==> src/rtl/spi_pkg.sv <==
// Shared SPI definitions: FSM state encoding and default frame geometry.
// The PARITY state exists only when SPI_TX_PARITY_EN is defined.
package spi_pkg;

    localparam int TXD_BIT_NUM_DEF = 8;
    localparam int CLK_DIV_DEF     = 16;

`ifdef SPI_TX_PARITY_EN
    typedef enum logic [2:0] {
        IDLE,
        START,
        DATA,
        PARITY,
        STOP
    } spi_state_t;
`else
    typedef enum logic [1:0] {
        IDLE,
        START,
        DATA,
        STOP
    } spi_state_t;
`endif

endpackage

==> src/rtl/spi_bit_tick.sv <==
// Bit-period divider: while enabled, pulses tick once every CLK_DIV cycles;
// clear restarts the period so the next bit gets its full width.
module spi_bit_tick
    import spi_pkg::*;
#(
    parameter int CLK_DIV = CLK_DIV_DEF
) (
    input  logic RST_clk,
    input  logic RST_n,
    input  logic clear,
    input  logic enable,
    output logic tick
);

    localparam int CW = $clog2(CLK_DIV + 1);
    localparam logic [CW-1:0] LAST_CNT = CW'(CLK_DIV - 1);

    logic [CW-1:0] cnt_reg;

    always_ff @(posedge RST_clk or negedge RST_n) begin
        if (!RST_n) begin
            cnt_reg <= '0;
        end else if (clear) begin
            cnt_reg <= '0;
        end else if (enable) begin
            if (cnt_reg == LAST_CNT) begin
                cnt_reg <= '0;
            end else begin
                cnt_reg <= cnt_reg + 1'b1;
            end
        end
    end

    assign tick = enable && !clear && (cnt_reg == LAST_CNT);

endmodule

==> src/rtl/spi_tx.sv <==
// Serial transmitter: start bit (0), payload LSB first, optional even parity
// bit (macro SPI_TX_PARITY_EN), stop bit (1); every bit lasts CLK_DIV cycles.
module spi_tx
    import spi_pkg::*;
#(
    parameter int TXD_BIT_NUM = TXD_BIT_NUM_DEF,
    parameter int CLK_DIV     = CLK_DIV_DEF
) (
    input  logic                   RST_clk,
    input  logic                   RST_n,
    input  logic [TXD_BIT_NUM-1:0] tx_data,
    input  logic                   tx_valid,
    output logic                   tx_ready,
    output logic                   spi_tx_data,
    output logic                   tx_busy,
    output logic                   tx_done
);

    localparam int BW = $clog2(TXD_BIT_NUM + 1);
    localparam logic [BW-1:0] LAST_BIT = BW'(TXD_BIT_NUM - 1);

    spi_state_t             state_reg;
    logic [TXD_BIT_NUM-1:0] shift_reg;
    logic [BW-1:0]          bit_cnt_reg;
`ifdef SPI_TX_PARITY_EN
    logic                   parity_reg;
`endif

    logic accept;
    logic tick;

    // tx_ready is high exactly in IDLE, so it doubles as the state qualifier.
    assign accept = tx_valid && tx_ready;

    spi_bit_tick #(
        .CLK_DIV (CLK_DIV)
    ) u_bit_tick (
        .RST_clk (RST_clk),
        .RST_n   (RST_n),
        .clear   (accept),
        .enable  (tx_busy),
        .tick    (tick)
    );

    always_ff @(posedge RST_clk or negedge RST_n) begin
        if (!RST_n) begin
            state_reg   <= IDLE;
            shift_reg   <= '1;
            bit_cnt_reg <= '0;
            spi_tx_data <= 1'b1;
            tx_ready    <= 1'b1;
            tx_busy     <= 1'b0;
            tx_done     <= 1'b0;
`ifdef SPI_TX_PARITY_EN
            parity_reg  <= 1'b0;
`endif
        end else begin
            tx_done <= 1'b0;
            case (state_reg)
                IDLE: begin
                    spi_tx_data <= 1'b1;
                    if (accept) begin
                        state_reg   <= START;
                        shift_reg   <= tx_data;
                        bit_cnt_reg <= '0;
                        spi_tx_data <= 1'b0;
                        tx_ready    <= 1'b0;
                        tx_busy     <= 1'b1;
`ifdef SPI_TX_PARITY_EN
                        parity_reg  <= ^tx_data;
`endif
                    end
                end
                START: begin
                    if (tick) begin
                        state_reg   <= DATA;
                        spi_tx_data <= shift_reg[0];
                        shift_reg   <= TXD_BIT_NUM'({1'b1, shift_reg} >> 1);
                    end
                end
                DATA: begin
                    if (tick) begin
                        if (bit_cnt_reg == LAST_BIT) begin
`ifdef SPI_TX_PARITY_EN
                            state_reg   <= PARITY;
                            spi_tx_data <= parity_reg;
`else
                            state_reg   <= STOP;
                            spi_tx_data <= 1'b1;
`endif
                        end else begin
                            spi_tx_data <= shift_reg[0];
                            shift_reg   <= TXD_BIT_NUM'({1'b1, shift_reg} >> 1);
                            bit_cnt_reg <= bit_cnt_reg + 1'b1;
                        end
                    end
                end
`ifdef SPI_TX_PARITY_EN
                PARITY: begin
                    if (tick) begin
                        state_reg   <= STOP;
                        spi_tx_data <= 1'b1;
                    end
                end
`endif
                STOP: begin
                    if (tick) begin
                        state_reg   <= IDLE;
                        spi_tx_data <= 1'b1;
                        tx_ready    <= 1'b1;
                        tx_busy     <= 1'b0;
                        tx_done     <= 1'b1;
                    end
                end
                default: begin
                    state_reg   <= IDLE;
                    spi_tx_data <= 1'b1;
                    tx_ready    <= 1'b1;
                    tx_busy     <= 1'b0;
                end
            endcase
        end
    end

endmodule
==> config.mk <==
export PLATFORM = sky130hd
export DESIGN_NAME = spi_tx
export DESIGN_NICKNAME = d
export VERILOG_FILES = /design/src/rtl/spi_pkg.sv /design/src/rtl/spi_bit_tick.sv /design/src/rtl/spi_tx.sv
export SDC_FILE = /design/constraint.sdc
export NUM_CORES = 1
export LEC_CHECK = 0
export CORE_MARGIN = 2
export CORE_UTILIZATION = 52
export DETAILED_ROUTE_END_ITERATION = 16
export GPL_ROUTABILITY_DRIVEN = 0
export PLACE_DENSITY = 0.77
export SLEW_MARGIN = 10
export SYNTH_ARGS = -nofsm -noshare
export SYNTH_HDL_FRONTEND = slang
export SYNTH_SLANG_ARGS = --single-unit
==> constraint.sdc <==
create_clock -name RST_clk -period 2.31 [get_ports RST_clk]
set_clock_uncertainty 0.15 [all_clocks]
set_input_delay 0.462 -clock RST_clk [delete_from_list [all_inputs] [get_ports RST_clk]]
set_output_delay 0.462 -clock RST_clk [all_outputs]
set_load 0.1 [all_outputs]
Yosys cells after proc, flatten, opt, wreduce, memory -nomap -nowiden. Index checks and enable logic that the tools add are counted.

Reductions and logical operators: 14. Add/subtract/negate cells: 2. Muxes and demuxes: 31. Eq/ne operators: 11.

Operators by type and width (number): 8-bit two-way mux (4); 8-bit case mux with 3 select lines (1); 5-bit two-way mux (3); 4-bit two-way mux (3); 1-bit two-way mux (10); 2-bit two-way mux (5); 2-bit != test, second input constant (5); 5-bit AND reduction (2); 2-bit case mux with 4 select lines (1); 4-bit case mux with 2 select lines (1); 3-bit AND reduction (2); 2-bit nonzero test (3); 5-bit by 1-bit adder with 5-bit output, second input constant (1); 5-bit by 4-bit == test with 1-bit output, second input constant (1); 4-bit by 1-bit adder with 4-bit output, second input constant (1); 2-bit == test, second input constant (2); 4-bit by 3-bit == test with 1-bit output, second input constant (1); 1-bit case mux with 2 select lines (2); 1-bit case mux with 4 select lines (1); 4-bit AND reduction (1); 1-bit logical AND (3); 3-bit nonzero test (1); 2-bit by 1-bit == test with 1-bit output, second input constant (1); 2-bit logical NOT (1); other kinds (2) (2).

Flip-flop bits (word level): 23. Output and inout port bits: 4. Word-level logic and storage cells: 66.

Logic depth before layout (Yosys ltp).
Word-level depth: 6. Mapped depth: 8. Mapped depth without buffers: 6.

Cells and area by module. From an unflattened synthesis, not the netlist that was laid out.

Cell total of the unflattened synthesis: 112. Area total of the unflattened synthesis: 1290.0 um2.

By module, submodules not included: spi_tx (cells an instance 86, times used 1, area each 1029.7 um2); spi_bit_tick (cells an instance 26, times used 1, area each 260.2 um2).

Least setup slack after synthesis. OpenSTA, ideal clock, no wires.

Path kind: flip-flop to flip-flop. Start: reg tx_busy. End: reg state_reg[1]. Period minus slack after synthesis: 2.325 ns. Path slack: -0.015 ns. Buffers on the path: 0. Required time: 2.035 ns. Stages on the path, launching flop included: 5. Data arrival time: 2.050 ns. Path through: dfrtp_1 > a21boi_2 > a21oi_2 > a221o_2 > mux2_4.

Word-level cells in the longest chain between the ends: 4.

Ends and longest elaborated chain: start, declared (RTL line spi_tx.sv:15) `output logic tx_busy,`; start signal, assigned (RTL line spi_tx.sv:52) `tx_busy <= 1'b0;`; start signal, assigned (RTL line spi_tx.sv:68) `tx_busy <= 1'b1;`; start signal, assigned (RTL line spi_tx.sv:111) `tx_busy <= 1'b0;`; 1-bit logical AND * (2 in series) (RTL line spi_bit_tick.sv:34) `assign tick = enable && !clear && (cnt_reg == LAST_CNT);`; 2-bit != test (no line); 5-bit AND reduction (no line) *; end signal, assigned (RTL line spi_tx.sv:47) `state_reg <= IDLE;`; end signal, assigned (RTL line spi_tx.sv:63) `state_reg <= START;`; end signal, assigned (RTL line spi_tx.sv:76) `state_reg <= DATA;`; end, declared (RTL line spi_tx.sv:22) `spi_state_t state_reg;`.

Mark *: on every way between the ends. The rest lies on a longest branch, timed or not. A chain may end at the register's enable or synchronous reset.

Worst setup path after layout.
Start: reg state_reg[0]. End: reg shift_reg[6].

Word-level cells in the longest chain between the ends: 3.

Ends and longest elaborated chain: 2-bit == test (tied with other cells) (RTL line spi_tx.sv:59) `case (state_reg)`; 2-bit != test (no line) (tied with other cells); 5-bit AND reduction (no line); end signal, assigned (RTL line spi_tx.sv:64) `shift_reg <= tx_data;`; end signal, assigned (RTL line spi_tx.sv:78) `shift_reg <= TXD_BIT_NUM'({1'b1, shift_reg} >> 1);`; end signal, assigned (RTL line spi_tx.sv:93) `shift_reg <= TXD_BIT_NUM'({1'b1, shift_reg} >> 1);`; end, declared (RTL line spi_tx.sv:23) `logic [TXD_BIT_NUM-1:0] shift_reg;`.

Parallel ways exist; a longest one is shown, timed or not.

==> flow_summary.yaml <==
run_status:
  outcome: "finished, final reports clean"
logic_synthesis:
  syn_avg_cell_area_um2: 11.2
  synthFlopType: "dfrtp_1"
  synth_edf_count: 0
  ys_seq_area_frac: 0.458
  ys_types: 42
  async_flop_share: 1.00
  synth_area_leaders: "dfrtp_1 25%, dfstp_2 20%, ha_1 6.8%"
  synth.top_cells.by_count: "13 x dfrtp_1, 10 x dfstp_2, 8 x nand3_1, 8 x nor2_1"
  yosysWarnings: 0
  synth_cells: 115
  ys_ff_latch: 23
  yosysMostFrequentCell: "dfrtp_1"
  netlist.area_leader.share: 0.253
  syn_area_mm2: 0.00128
  synth_nets: 133
  yosys.area.top_type: "dfrtp_1"
floorplanning:
  core_area_mm2: 0.00241
  rows: 18
  dieWidth_um: 53.7
  start_util: 0.533
  die_h_um: 53.7
  num_io_pins: 15
  dieArea_mm2: 0.00288
global_routing:
  grt_max_degree: 24
  use_met1: 0.240
  gr-usage-met2: 0.321
  grt_first_pass_wirelength_um: 3930
  grt_pass1_vias: 919
  use_met3: 0.0250
  grt.busiest_layer: "met2"
  overflow: 0
  grt.total_usage: 0.185
  grt_antenna_before_repair: 0
drt:
  wl_um: 2220
  num_vias: 915
  ant_nets: 0
  wl_per_cell_um: 13.8
  first_pass_iters: 4
  drt_iter0_markers: 14
  via_per_inst: 5.68
  drc: 0
timing:
  setup_ws_ns: 0.176
  timing.setup.tns_ns: 0
  fmax_mhz: 469
  worst_pin_slew_ns: 0.366
  slew_headroom: 0.756
  min_period_ns: 2.13
  drv_slew: 0
  grt_setup_unrepaired: "false"
  fin_crit_sh: 0.924
  finalHoldViolations: 0
  setup_violations: 0
setup_path:
  cp-end-kind: "register"
  crit_buf_inv: 1
  worstSetupPathType: "register to register"
  worstPathArrival_ns: 2.23
  crit_fanout: 8
  crit_family: "simple AND/OR/NAND/NOR gates"
  critical-path-slowest-cell: "dfrtp_1"
  critical-path-max-stage-delay_ns: 0.40
  path_cells: "inv_1 > ha_1 > nor2b_1 > a31oi_1 > nand3_2 > mux2_1"
  critPathLaunchType: "register"
  required_ns: 2.41
pwr:
  p_leak_nw: 0.671
  power_w: 0.000610
  powerDensity_mw_per_mm2: 410
  peakVddDrop_uv: 289
clock_network:
  cts_tree: "built"
  insertion_delay_ns: 0.31
  ctsHoldBuffers: 0
  clk_pin_slew_ns: 0.12
  cts.repair.resized: 0
  cts_buffer_depth: 2
  postCtsSetupBuffers: 0
  h-tree-depth: 1
  cts_root_buffer: "clkbuf_4"
  numCtsBuffers: 3
  cts.sinks: 23
final_layout:
  area_growth_pct: 15.9
  nets: 150
  final_area_mm2: 0.00149
  fill_cells: 198
  multi_input_area_um2: 651
  final-seq-area_um2: 589
  drive_gt1_frac: 0.290
  num_antenna_cells: 0
  largest_reg_flops: 8
  final_cell_count_no_fill: 161
placed_design:
  io_buffers: 14
  placedCellCount: 157
  place_ws_ns: 0.115
  placed_area_mm2: 0.00146
  dpl.hpwl_um: 1700
job:
  drv_cap: 0
min_path:
  hp-class: "register to register"
## cell families after synthesis
family | synth area share
buffers and inverters | 0.0360
muxes | 0.150
AOI/OAI and AO/OA | 0.139
and+or+nand+nor | 0.142
adders and majority gates | 0.0682
DFF | 0.458
xor gates and xnor gates | 0.00682
## routing by layer
metal | routed length, um | up-vias | part of all wire
met3 | 66 | 2 | 0.030
met2 | 1080 | 16 | 0.49
met4 | 22 | 0 | 0.0099
met5 | 0 | - | 0
li1 | - | 454 | -
met1 | 1050 | 443 | 0.47
## worst reg2reg max path, stage by stage (launching register included)
cell     delay (ns)
dfrtp_1        0.40
inv_1          0.10
ha_1           0.31
nor2b_1        0.18
a31oi_1        0.25
nand3_2        0.28
mux2_1         0.40
## layout by cell type (no fill, tap or decap), drive strengths merged, types with 5 or more instances in the layout
| master | count |
|---|---|
| nor2 | 8 |
| inv | 5 |
| nand3 | 9 |
| mux2 | 15 |
| buf | 7 |
| clkdlybuf4s50 | 10 |
| dfrtp | 13 |
| dfstp | 10 |
| ha | 7 |
| nand2 | 7 |
## through the flow
step	util	hold slack, ns
detailed placement	0.606	0.317
global route	0.618	0.340
finish	0.618	0.333
CTS	0.618	0.335
global placement	0.606	0.306
floorplan	-	0.0164
## path summary, 6_finish.rpt
check	from	end	slack, ns	depth (start not counted)
setup / recovery	state_reg[0]$_DFFE_PN0P_	shift_reg[6]$_DFFE_PN1P_	0.18	6
hold / removal	shift_reg[7]$_DFFE_PN1P_	shift_reg[7]$_DFFE_PN1P_	0.33	2
setup reg to reg	state_reg[0]$_DFFE_PN0P_	shift_reg[6]$_DFFE_PN1P_	0.18	6
hold reg to reg	shift_reg[7]$_DFFE_PN1P_	shift_reg[7]$_DFFE_PN1P_	0.33	2
max in group asynchronous	RST_n	shift_reg[0]$_DFFE_PN1P_	1.39	2
min in group asynchronous	RST_n	tx_done$_DFF_PN0_	0.34	2
## cell type report
class / count / share of cell area
timing repair buffer: 17 / 0.111
inverter: 5 / 0.0126
tap: 30 / 0.0252
clock inverter: 1 / 0.00336
multi-input combinational: 82 / 0.437
clock buffer: 3 / 0.0151
sequential: 23 / 0.396
## power by group
part,internal (W),total (W),switching (W)
combinational,0.0000158,0.0000257,0.00000982
clock,0.0000646,0.000181,0.000116
sequential,0.000404,0.000404,0
total,0.000484,0.000610,0.000126
Note: power is estimated with default switching activity, not from simulation.
